`config.mk`:
```
export PLATFORM = sky130hd
export DESIGN_NAME = tx_serializer
export DESIGN_NICKNAME = d
export VERILOG_FILES = /design/src/rtl/mpw4_readout_pkg.sv /design/src/rtl/tx_fifo_sync.sv /design/src/rtl/tx_serializer.sv
export SDC_FILE = /design/constraint.sdc
export NUM_CORES = 1
export LEC_CHECK = 0
export CAP_MARGIN = 20
export CORE_ASPECT_RATIO = 1.1
export CORE_MARGIN = 5
export CORE_UTILIZATION = 66
export CTS_CLUSTER_SIZE = 24
export DETAILED_ROUTE_END_ITERATION = 12
export GPL_TIMING_DRIVEN = 0
export PLACE_DENSITY = 0.88
export SLEW_MARGIN = 20
export SYNTH_ARGS = -nofsm -noshare
export SYNTH_HDL_FRONTEND = slang
export SYNTH_SLANG_ARGS = --single-unit
```
`constraint.sdc`:
```
create_clock -name clk40MHz_i -period 5.8 [get_ports clk40MHz_i]
set_input_delay 1.16 -clock clk40MHz_i [delete_from_list [all_inputs] [get_ports clk40MHz_i]]
set_output_delay 1.16 -clock clk40MHz_i [all_outputs]
set_load 0.02 [all_outputs]
```
`src/rtl/mpw4_readout_pkg.sv`:
```
// Shared readout definitions: default word/FIFO geometry and the serializer state encoding.
package mpw4_readout_pkg;

  localparam int DATA_W_DEF = 24;
  localparam int DEPTH_DEF  = 16;

  // Two-bit encoding leaves spare codes; the FSM folds them back into IDLE.
  typedef enum logic [1:0] {
    ST_IDLE  = 2'd0,
    ST_SHIFT = 2'd1
  } ser_state_e;

endpackage

```
`src/rtl/tx_fifo_sync.sv`:
```
// Single-clock word FIFO with registered full/empty/level and a registered,
// show-ahead read port (head word always valid one cycle after it is written).
module tx_fifo_sync
  import mpw4_readout_pkg::*;
#(
  parameter int DATA_W = DATA_W_DEF,
  parameter int DEPTH  = DEPTH_DEF
) (
  input  logic                     clk,
  input  logic                     srst,
  input  logic                     wr_req_i,
  input  logic [DATA_W-1:0]        wr_data_i,
  input  logic                     rd_en_i,
  output logic [DATA_W-1:0]        rd_data_o,
  output logic                     full_o,
  output logic                     empty_o,
  output logic [$clog2(DEPTH):0]   level_o
);

  localparam int PTR_W = $clog2(DEPTH);
  localparam int LVL_W = PTR_W + 1;

  logic [DATA_W-1:0] mem [DEPTH];
  logic [DATA_W-1:0] rd_data_q;
  logic [PTR_W-1:0]  wr_ptr_q, wr_ptr_d;
  logic [PTR_W-1:0]  rd_ptr_q, rd_ptr_d;
  logic [LVL_W-1:0]  level_q, level_d;
  logic              full_q, full_d;
  logic              empty_q, empty_d;
  logic              wr_en, rd_en;

  always_comb begin
    wr_en    = wr_req_i & ~full_q & ~srst;
    rd_en    = rd_en_i & ~empty_q;
    wr_ptr_d = wr_ptr_q + PTR_W'(wr_en);
    rd_ptr_d = rd_ptr_q + PTR_W'(rd_en);
    level_d  = level_q + LVL_W'(wr_en) - LVL_W'(rd_en);
    full_d   = (level_d == LVL_W'(DEPTH));
    empty_d  = (level_d == '0);
  end

  always_ff @(posedge clk) begin
    if (srst) begin
      wr_ptr_q <= '0;
      rd_ptr_q <= '0;
      level_q  <= '0;
      full_q   <= 1'b0;
      empty_q  <= 1'b1;
    end else begin
      wr_ptr_q <= wr_ptr_d;
      rd_ptr_q <= rd_ptr_d;
      level_q  <= level_d;
      full_q   <= full_d;
      empty_q  <= empty_d;
    end
  end

  // Read address runs one pointer ahead; a write landing on that slot is forwarded.
  always_ff @(posedge clk) begin
    if (wr_en) begin
      mem[wr_ptr_q] <= wr_data_i;
    end
    if (wr_en && (wr_ptr_q == rd_ptr_d)) begin
      rd_data_q <= wr_data_i;
    end else begin
      rd_data_q <= mem[rd_ptr_d];
    end
  end

  assign rd_data_o = rd_data_q;
  assign full_o    = full_q;
  assign empty_o   = empty_q;
  assign level_o   = level_q;

endmodule

```
`src/rtl/tx_serializer.sv`:
```
// EOC hit-word serializer: buffers words in tx_fifo_sync and shifts them out MSB first
// with registered data/valid/start-of-frame outputs and a saturating drop counter.
module tx_serializer
  import mpw4_readout_pkg::*;
#(
  parameter int DATA_W = DATA_W_DEF,
  parameter int DEPTH  = DEPTH_DEF
) (
  input  logic                    clk40MHz_i,
  input  logic                    rst_i,
  input  logic [DATA_W-1:0]       eoc_data_i,
  input  logic                    tx_fifo_wr_n_i,
  output logic                    tx_fifo_full_o,
  input  logic                    ser_en_i,
  output logic                    ser_data_o,
  output logic                    ser_valid_o,
  output logic                    ser_sof_o,
  output logic [7:0]              ovf_cnt_o,
  output logic [$clog2(DEPTH):0]  fifo_level_o
);

  localparam int                CNT_W    = $clog2(DATA_W);
  localparam logic [CNT_W-1:0]  CNT_LAST = CNT_W'(DATA_W - 1);

  ser_state_e        state_q, state_d;
  logic [CNT_W-1:0]  bit_cnt_q, bit_cnt_d;
  logic [DATA_W-1:0] shift_q, shift_d;
  logic              ser_data_q, ser_data_d;
  logic              ser_valid_q, ser_valid_d;
  logic              ser_sof_q, ser_sof_d;
  logic [7:0]        ovf_q, ovf_d;

  logic              wr_req;
  logic              fifo_pop;
  logic              fifo_full;
  logic              fifo_empty;
  logic [DATA_W-1:0] fifo_head;

  assign wr_req = ~tx_fifo_wr_n_i;

  tx_fifo_sync #(
    .DATA_W (DATA_W),
    .DEPTH  (DEPTH)
  ) u_fifo (
    .clk       (clk40MHz_i),
    .srst      (rst_i),
    .wr_req_i  (wr_req),
    .wr_data_i (eoc_data_i),
    .rd_en_i   (fifo_pop),
    .rd_data_o (fifo_head),
    .full_o    (fifo_full),
    .empty_o   (fifo_empty),
    .level_o   (fifo_level_o)
  );

  // A write while full is lost even if a pop frees a slot on the same edge.
  always_comb begin
    ovf_d = ovf_q;
    if (wr_req && fifo_full && (ovf_q != 8'hFF)) begin
      ovf_d = ovf_q + 8'd1;
    end
  end

  always_comb begin
    state_d     = state_q;
    bit_cnt_d   = bit_cnt_q;
    shift_d     = shift_q;
    fifo_pop    = 1'b0;
    ser_data_d  = 1'b0;
    ser_valid_d = 1'b0;
    ser_sof_d   = 1'b0;
    case (state_q)
      ST_SHIFT: begin
        ser_data_d  = shift_q[DATA_W-1];
        ser_valid_d = 1'b1;
        ser_sof_d   = (bit_cnt_q == CNT_LAST);
        shift_d     = shift_q << 1;
        bit_cnt_d   = bit_cnt_q - CNT_W'(1);
        if (bit_cnt_q == '0) begin
          if (!fifo_empty && ser_en_i) begin
            fifo_pop  = 1'b1;
            shift_d   = fifo_head;
            bit_cnt_d = CNT_LAST;
          end else begin
            state_d = ST_IDLE;
          end
        end
      end
      default: begin
        state_d = ST_IDLE;
        if (!fifo_empty && ser_en_i) begin
          fifo_pop  = 1'b1;
          shift_d   = fifo_head;
          bit_cnt_d = CNT_LAST;
          state_d   = ST_SHIFT;
        end
      end
    endcase
  end

  always_ff @(posedge clk40MHz_i) begin
    if (rst_i) begin
      state_q     <= ST_IDLE;
      bit_cnt_q   <= '0;
      shift_q     <= '0;
      ser_data_q  <= 1'b0;
      ser_valid_q <= 1'b0;
      ser_sof_q   <= 1'b0;
      ovf_q       <= '0;
    end else begin
      state_q     <= state_d;
      bit_cnt_q   <= bit_cnt_d;
      shift_q     <= shift_d;
      ser_data_q  <= ser_data_d;
      ser_valid_q <= ser_valid_d;
      ser_sof_q   <= ser_sof_d;
      ovf_q       <= ovf_d;
    end
  end

  assign tx_fifo_full_o = fifo_full;
  assign ser_data_o     = ser_data_q;
  assign ser_valid_o    = ser_valid_q;
  assign ser_sof_o      = ser_sof_q;
  assign ovf_cnt_o      = ovf_q;

endmodule

```
==> results of run 1 <==
-- layout by cell type, fill, tap and decap left out, types with 8 or more instances in the layout --
cell type / netlist / layout
a211oi_2: 20 / 20
a211oi_1: 29 / 29
o221ai_1: 21 / 21
mux4_2: 92 / 92
and2_1: 8 / 8
inv_1: 13 / 13
clkbuf_1: 12 / 16
dfxtp_1: 60 / 60
nor2_1: 29 / 17
buf_16: 0 / 8
clkbuf_16: 0 / 45
buf_2: 27 / 27
buf_4: 6 / 13
bufinv_16: 0 / 8
ha_1: 12 / 12
xor2_1: 9 / 9
nor2_4: 0 / 12
edfxtp_1: 384 / 384
nor2b_1: 32 / 32
mux2i_1: 32 / 32
clkdlybuf4s50_1: 0 / 44
-- worst register-to-register path: stages (launching register included) --
cell      delay [ps]
dfxtp_1          350
inv_1            120
ha_1             240
nor4b_4          150
o21ai_1          360
inv_1            210
ha_1             330
inv_1             40
ha_1             210
fa_1             430
xor2_1           180
or3_1            310
nor4bb_1         340
-- through the flow --
| step | power (mW) | setup slack [ps] | std cells | cell area (um2) | hold WS, ps |
|---|---|---|---|---|---|
| finish | 7.827 | 1972 | 1365 | 20140 | 518.9 |
| global route | 8.061 | 1795 | 1365 | 20140 | 546.9 |
| CTS | 7.815 | 2040 | 1365 | 20140 | 519.7 |
| detailed placement | 4.874 | 1543 | 1287 | 18630 | 493.9 |
| global placement | 4.806 | -744.7 | 1263 | 18120 | 484.3 |
| floorplan | 4.499 | 1587 | 867 | 17240 | 426.4 |
-- path summary, 6_finish.rpt --
kind / start / end / slack, ps
setup / recovery: ser_en_i / u_fifo.full_o / 1970
hold / removal: u_fifo.rd_ptr_q[1] / flip-flop / 520
setup reg to reg: bit_cnt_q[0] / u_fifo.full_o / 2440
hold reg to reg: u_fifo.rd_ptr_q[1] / flip-flop / 520
-- sequential cells by signal, summed over array words and instances (netlist names), named ones only --
name / flops
ser_sof_o: 1
u_fifo.empty_o: 1
ser_data_o: 1
bit_cnt_q: 5
ser_valid_o: 1
u_fifo.full_o: 1
ovf_cnt_o: 8
u_fifo.level_o: 5
u_fifo.mem: 384
u_fifo.wr_ptr_q: 4
shift_q: 24
state_q: 1
u_fifo.rd_ptr_q: 4
-- cells in the mapped netlist, drive strengths merged (5+ instances only) --
cell / n / area, um2
nor2: 29 / 108.9
xnor2: 7 / 61.31
mux4: 92 / 2072
clkbuf: 12 / 45.04
dfxtp: 60 / 1201
buf: 37 / 210.2
a21oi: 7 / 35.03
a22oi: 5 / 37.54
edfxtp: 384 / 11530
nor2b: 32 / 200.2
and2: 8 / 50.05
xor2: 9 / 78.83
ha: 12 / 150.1
nor3: 9 / 45.04
mux2i: 32 / 320.3
nand3: 5 / 25.02
o221ai: 23 / 214.0
a211oi: 49 / 468.0
inv: 14 / 52.55
-- cells by family after synthesis --
| logic type | synth area share [%] |
|---|---|
| compound gates | 5.124 |
| mux | 13.88 |
| fa+ha+maj | 0.9871 |
| buf+inv | 1.785 |
| xor+xnor | 0.8129 |
| simple gates | 3.556 |
| flops | 73.86 |
-- routing by layer --
| layer | vias to the layer above | routed length (um) |
|---|---|---|
| met5 | - | 0 |
| met4 | 0 | 1954 |
| met3 | 163 | 4069 |
| met2 | 741 | 20970 |
| met1 | 4817 | 14660 |
| li1 | 3781 | - |
-- final cells by class --
class,count,share of cell area [%]
Timing Repair Buffer,68,4.193
Buffer,49,1.267
Tap cell,352,2.186
Clock buffer,50,5.733
Clock inverter,28,1.758
Sequential cell,444,63.21
Inverter,14,0.2609
Multi-Input combinational cell,360,21.39
-- power breakdown --
group	switching (mW)	total [mW]	internal, mW	leakage, nW
Combinational	0.680	1.16	0.480	1.70
Sequential	0.105	3.71	3.60	3.95
Clock	1.17	2.96	1.79	0.723
Total	1.96	7.83	5.87	6.38
==> impl_metrics.toml, run 1 <==
[setup_path]
critPathTopFamily = "buffers and inverters"
start_kind = "primary input"
path_buf_inv = 4
crit_arrival_ps = 4250
worstPathMaxFanout = 8
slowest_delay_ps = 500
cp.required_ps = 6220
cpMaxStageDelayCell = "clkdlybuf4s50_1"
path_class = "primary input to flip-flop"
crit_path_end_kind = "flip-flop"
crit_chain = "clkdlybuf4s50_1 -> nor2b_1 -> clkbuf_1 -> o21ai_1 -> inv_1 -> ha_1 -> inv_1 -> ha_1 -> fa_1 -> or3_1 -> nor4bb_1"
rr_worst_depth = 12
cp.depth = 11

[synthesis]
ys_async_sr_fraction_pct = 0
synth.distinct_cells = 50
synth.avg_cell_area_um2 = 19.88
synth-edff-count = 384
yosysWarnings = 0
synth.net_count = 908
yosysSeqAreaShare_pct = 73.86
synth_area_um2 = 17240
syn_inst = 867
synth-main-ff-cell = "edfxtp_1"
synth-seq-cells = 444

[floorplan]
dieArea_um2 = 29460
rows = 62
core_area_um2 = 25910
die_w_um = 164.1
io_pins = 45
start_util_pct = 66.53
fp.dieH_um = 179.5

[global_routing]
grt-ovfl-total = 0
grt_pass1_wl_mm = 62.35
gr-max-usage-layer = "met2"
antenna_found_initial = 0
met2_usage_pct = 47.66
grt_pass1_vias = 9920
grt_use_met3_pct = 5.932
grt_usage_pct = 28.89
grt_max_degree = 19
grt_util_met1_pct = 38.24

[routing]
antenna_left = 0
vias_per_cell = 6.961
vias = 9502
drt_iter0_drc = 1234
dr.pass1.iters = 5
wl_per_cell_um = 30.52
wl_mm = 41.65
drc = 0

[job]
maxCapViolCount = 0

[timing]
finalCriticalPeriod_ps = 3828
rsz0062_at_grt = "false"
slew_viol_final = 0
tns_ps = 0
hold_viol_final = 0
max_freq_mhz = 261.2
slew_headroom_pct = 42.90
fin_worst_skew_ps = 18.86
setup-violations-final = 0
tightest_slew_ps = 851.8
fin_crit_sh_pct = 66.00

[cts]
cts_setup_buffers = 0
htreeDepth = 2
path_clk_slew_ps = 60
cts_buffers = 42
root_buffer = "clkbuf_16"
ctsResizeCount = 0
clk_latency_ps = 540
cts_hold_buf = 0
cts_max_path_buffers = 3
cts_tree = "yes"
cts.sinks = 444

[final_layout]
fin_nets = 1020
fillers = 1286
multi_input_area_um2 = 4309
areaGrowthSynthToFinish_pct = 16.85
drive_above_1_share_pct = 25.96
utilization_pct = 77.74
antenna_cells = 0
seq_area_um2 = 12730

[power]
p_leak_nw = 6.379
power_density_nw_per_um2 = 388.6
peakVddDrop_v = 0.0003740

[hold_path]
hold_path_depth = 1
min_path_type = "flip-flop to flip-flop"

[placement]
io_buffers = 44
dp_hpwl_mm = 24.85
place_congestion = 0.8117

[status]
status = "completed"
Power figures use the tool's default switching activity.
==> run 2, diff against run 1 <==
--- a/config.mk
+++ b/config.mk
@@ -8,11 +8,11 @@
 export CAP_MARGIN = 20
 export CORE_ASPECT_RATIO = 1.1
 export CORE_MARGIN = 5
-export CORE_UTILIZATION = 66
+export CORE_UTILIZATION = 61
 export CTS_CLUSTER_SIZE = 24
 export DETAILED_ROUTE_END_ITERATION = 12
 export GPL_TIMING_DRIVEN = 0
-export PLACE_DENSITY = 0.88
+export PLACE_DENSITY = 0.83
 export SLEW_MARGIN = 20
 export SYNTH_ARGS = -nofsm -noshare
 export SYNTH_HDL_FRONTEND = slang
==> constraint.sdc (replaced) <==
create_clock -name clk40MHz_i -period 3.9 [get_ports clk40MHz_i]
set_input_delay 0.78 -clock clk40MHz_i [delete_from_list [all_inputs] [get_ports clk40MHz_i]]
set_output_delay 0.78 -clock clk40MHz_i [all_outputs]
set_load 0.02 [all_outputs]
==> run 2 against run 1 <==
Net effect:
- critical path depth increased by 2
- clock power grew 43%
- combinational power increased by 45%
- critical path type unchanged
- via count shrank 4.5%
==> impl_metrics.toml, run 2 (same netlist as run 1, synthesis figures left out) <==
[final_layout]
largest_register = "u_fifo.mem"
utilization_pct = 72.24
drive_above_1_share_pct = 26.01
final_common_cell = "edfxtp_1"
largest_register_ffs = 384
fillers = 1580
antenna_cells = 0
layout_common_cells = "384 x edfxtp_1, 92 x mux4_2, 60 x dfxtp_1"
fin_nets = 1021
areaGrowthSynthToFinish_pct = 16.77

[timing]
setup-violations-final = 0
finalCriticalPeriod_ps = 3402
tns_ps = 0
fin_crit_sh_pct = 87.24
slew_viol_final = 0
hold_viol_final = 0
tightest_slew_ps = 825.6
max_freq_mhz = 293.9
rsz0062_at_grt = "false"
slew_headroom_pct = 44.53
worst_slack_ps = 497.6
fin_worst_skew_ps = 13.27
hold_ws_ps = 518.4

[setup_path]
cp.required_ps = 4330
critPathTopFamily = "adder cells"
r2r_slack_ps = 540
crit_chain = "clkdlybuf4s50_1 -> nor2b_1 -> clkbuf_1 -> o21ai_1 -> inv_1 -> ha_1 -> inv_1 -> ha_1 -> fa_1 -> a21o_1 -> a21oi_1 -> xnor2_1 -> nor4bb_1"
crit_arrival_ps = 3830
start_kind = "primary input"
path_buf_inv = 4
critPathLaunch = "ser_en_i"
path_class = "primary input to flip-flop"
cpMaxStageDelayCell = "fa_1"
worstPathMaxFanout = 8
crit_path_end_kind = "flip-flop"
timing.rr.start = "bit_cnt_q[0]"
slowest_delay_ps = 450

[cts]
cts_max_path_buffers = 3
cts_setup_buffers = 0
ctsResizeCount = 0
path_clk_slew_ps = 60
root_buffer = "clkbuf_16"
cts_buffers = 43
clk_latency_ps = 550
cts.sinks = 444
htreeDepth = 2
cts_tree = "yes"
cts_hold_buf = 0

[placement]
io_buffers = 44
place_congestion = 0.8225
dpl_worst_slack_ps = -6.701
dp_hpwl_mm = 24.32

[floorplan]
fp.dieH_um = 186.3
start_util_pct = 61.86
core_area_um2 = 27870
io_pins = 45
rows = 64
die_w_um = 170.3
dieArea_um2 = 31730

[routing]
drc = 0
vias_per_cell = 6.588
antenna_left = 0
wl_per_cell_um = 28.19
vias = 9078
dr.pass1.iters = 5
drt_iter0_drc = 1033
wl_mm = 38.84

[global_routing]
grt_usage_pct = 24.90
grt_max_degree = 17
grt_pass1_vias = 9399
antenna_found_initial = 2
grt-ovfl-total = 0
grt_pass1_wl_mm = 58.54

[power]
power_switching_share_pct = 24.64
power_density_nw_per_um2 = 566.1
p_comb_share_pct = 14.7
internal_power_mw = 8.588
report.power.total_mw = 11.40
p_sw_mw = 2.808
peakVddDrop_v = 0.0004360
seq_power_share_pct = 48.3
p_leak_nw = 6.382
p_clk_share_pct = 37.0

[hold_path]
min_path_type = "flip-flop to flip-flop"
min-delay-start = "u_fifo.rd_ptr_q[1]"

[job]
maxCapViolCount = 0

[status]
status = "completed"
==> run 2: worst register-to-register path: stages (launching register included) <==
cell	delay, ps
dfxtp_1	360
inv_1	110
ha_1	240
nor4b_4	150
o21ai_1	360
inv_1	200
ha_1	320
inv_1	40
ha_1	210
fa_1	450
a21o_1	200
a21oi_1	170
xnor2_1	150
nor4bb_1	310
==> run 2: through the flow <==
stage | instances | area (um2)
floorplan | 867 | 17240
global placement | 1274 | 18130
detailed placement | 1298 | 18660
CTS | 1378 | 20130
global route | 1378 | 20130
finish | 1378 | 20130
==> run 2: worst paths after layout <==
path,endpoint,cells after the start
setup reg to reg,u_fifo.full_o,13
hold reg to reg,flip-flop,1
hold / removal,flip-flop,1
setup / recovery,u_fifo.full_o,13
==> run 2: per-layer routing <==
metal  routed length [um]  up-vias  part of all wire [%]  track usage [%]
li1                     -     3796                     -                -
met4                 1571        4                   4.0            8.971
met3                 3009      108                   7.7            4.254
met2                19880      494                    51            41.84
met1                14360     4676                    37            33.18
met5                   23        -                 0.059                0
==> run 2: cell type report <==
type                       instances  area (um2)  share of cell area (%)
buffer                            49       255.2                   1.268
clock buffer                      59        1249                   6.203
clock inverter                    21       222.7                   1.106
inverter                          14       52.55                  0.2610
multi-input combinational        360        4309                   21.41
sequential                       444       12730                   63.25
tap                              363       454.2                   2.256
timing repair buffer              68       855.8                   4.251
==> run 2: power by group through the flow <==
stage | Clock [mW] | Sequential, mW | Combinational [mW]
after floorplan | 0 | 5.59 | 1.10
after global placement | 0 | 5.58 | 1.56
after detailed placement | 0 | 5.59 | 1.64
after CTS | 4.26 | 5.50 | 1.68
after global routing | 4.46 | 5.52 | 1.81
final | 4.22 | 5.50 | 1.68
==> run 3, diff against run 2 <==
--- a/config.mk
+++ b/config.mk
@@ -6,9 +6,10 @@
 export NUM_CORES = 1
 export LEC_CHECK = 0
 export CAP_MARGIN = 20
-export CORE_ASPECT_RATIO = 1.1
+export CORE_ASPECT_RATIO = 0.7
 export CORE_MARGIN = 5
 export CORE_UTILIZATION = 61
+export CTS_BUF_LIST = sky130_fd_sc_hd__clkbuf_4 sky130_fd_sc_hd__clkbuf_8 sky130_fd_sc_hd__clkbuf_16
 export CTS_CLUSTER_SIZE = 24
 export DETAILED_ROUTE_END_ITERATION = 12
 export GPL_TIMING_DRIVEN = 0
==> run 3 against run 2 <==
Net effect:
- clock skew up 2.5 ps
- maximum frequency down 1.6%
- sequential cell count unchanged
- count of clock-buffer cells in the layout up 1
- final cell count unchanged
- first-iteration DRC count down 11%
- die area up 0.16%
==> impl_metrics.toml, run 3 (same netlist as run 1, synthesis figures left out) <==
[power]
internal_power_mw = 8.500
p_sw_mw = 2.760
power_switching_share_pct = 24.51
p_leak_nw = 6.359
p_clk_share_pct = 36.2
peakVddDrop_v = 0.0004280
p_comb_share_pct = 14.9
seq_power_share_pct = 48.9
power_density_nw_per_um2 = 561.4

[timing]
fin_crit_sh_pct = 88.64
max_freq_mhz = 289.3
finalCriticalPeriod_ps = 3457
hold_viol_final = 0
fin_worst_skew_ps = 15.76
tightest_slew_ps = 857.8
setup-violations-final = 0
slew_headroom_pct = 42.82
hold_ws_ps = 490.3
rsz0062_at_grt = "false"
slew_viol_final = 0

[floorplan]
io_pins = 45
fp.dieH_um = 150.7
die_w_um = 210.9
start_util_pct = 61.96
dieArea_um2 = 31780
rows = 51
core_area_um2 = 27820

[cts]
cts_max_path_buffers = 3
cts.sinks = 444
clk_latency_ps = 540
ctsResizeCount = 0
cts_buffers = 40
cts_setup_buffers = 0
htreeDepth = 2
path_clk_slew_ps = 60
root_buffer = "clkbuf_16"
cts_tree = "yes"
cts_hold_buf = 0

[setup_path]
critPathLaunch = "ser_en_i"
worstPathMaxFanout = 8
cp.required_ps = 4340
crit_path_end_kind = "flip-flop"
path_class = "primary input to flip-flop"
crit_arrival_ps = 3900
start_kind = "primary input"
timing.rr.start = "bit_cnt_q[0]"

[placement]
dp_hpwl_mm = 24.70
io_buffers = 44
post_dp_cell_area_um2 = 18680
place_inst = 1306
place_congestion = 0.7873

[routing]
dr.pass1.iters = 5
wl_mm = 37.24
vias = 8878
drc = 0
antenna_left = 0
drt_iter0_drc = 918
vias_per_cell = 6.443
wl_per_cell_um = 27.03

[final_layout]
antenna_cells = 0
drive_above_1_share_pct = 26.12
fin_nets = 1018
largest_register_ffs = 384
fillers = 1600
layout_common_cells = "384 x edfxtp_1, 92 x mux4_2, 60 x dfxtp_1"
design_area_um2 = 20060
fin_cells = 1378
largest_register = "u_fifo.mem"
areaGrowthSynthToFinish_pct = 16.34
final_common_cell = "edfxtp_1"

[global_routing]
grt-ovfl-total = 0
grt_pass1_vias = 9110
grt_usage_pct = 24.29
antenna_found_initial = 0
grt_pass1_wl_mm = 56.68
grt_max_degree = 17

[hold_path]
min_path_type = "flip-flop to flip-flop"
min-delay-start = "u_fifo.rd_ptr_q[3]"

[job]
maxCapViolCount = 0

[status]
status = "completed"
-- run 3: changes by cell type in the layout (fill, tap and decap cells not counted), moves of 3 or more --
cell        delta
clkbuf_1       -7
clkbuf_16      -4
clkinvlp_4     -3
clkinv_2       -5
clkbuf_4      +11
-- run 3: final cells by class --
cell class	count	area [um2]	area share (%)
Tap cell	371	464.2	2.315
Sequential cell	444	12730	63.48
Inverter	14	52.55	0.2620
Clock buffer	60	1219	6.076
Clock inverter	12	158.9	0.7923
Multi-Input combinational cell	360	4309	21.49
Buffer	49	255.2	1.273
Timing Repair Buffer	68	864.6	4.311
-- run 3: power groups by stage --
stage / Clock [mW] / Combinational [mW] / Sequential (mW)
floorplan: 0 / 1.10 / 5.59
global placement: 0 / 1.57 / 5.59
detailed placement: 0 / 1.66 / 5.60
CTS: 4.11 / 1.68 / 5.50
global route: 4.35 / 1.81 / 5.52
finish: 4.07 / 1.68 / 5.50
-- run 3: path summary, 6_finish.rpt --
check,to,slack (ps),depth (start not counted)
setup / recovery,u_fifo.full_o,440,13
setup reg to reg,u_fifo.full_o,480,13
hold reg to reg,flip-flop,490,1
hold / removal,flip-flop,490,1
-- run 3: stage by stage --
step,TNS [ps],power (mW),setup slack (ps),utilization (%)
after global placement,-420810,7.156,-2371,65.21
final,0,11.26,442.9,72.09
after CTS,0,11.30,498.8,72.09
after floorplan,0,6.691,66.82,-
after detailed placement,0,7.253,20.44,67.13
after global routing,0,11.68,232.5,72.09
-- run 3: critical path, stage by stage --
cell and delay, ps:
clkdlybuf4s50_1 440, nor2b_1 150, clkbuf_1 170, o21ai_1 310
inv_1 200, ha_1 320, inv_1 40, ha_1 200
fa_1 440, a21o_1 200, a21oi_1 180, xnor2_1 160
nor4bb_1 300
-- run 3: per-layer routing --
metal  routed length (um)  global-route usage (%)  share of wire [%]  vias to the layer above
li1                     -                       -                  -                     3782
met5                    0                       0                  0                        -
met1                15220                   35.36                 41                     4515
met2                17670                   38.60                 47                      497
met3                 3470                   5.124                9.3                       84
met4                  888                   6.122                2.4                        0
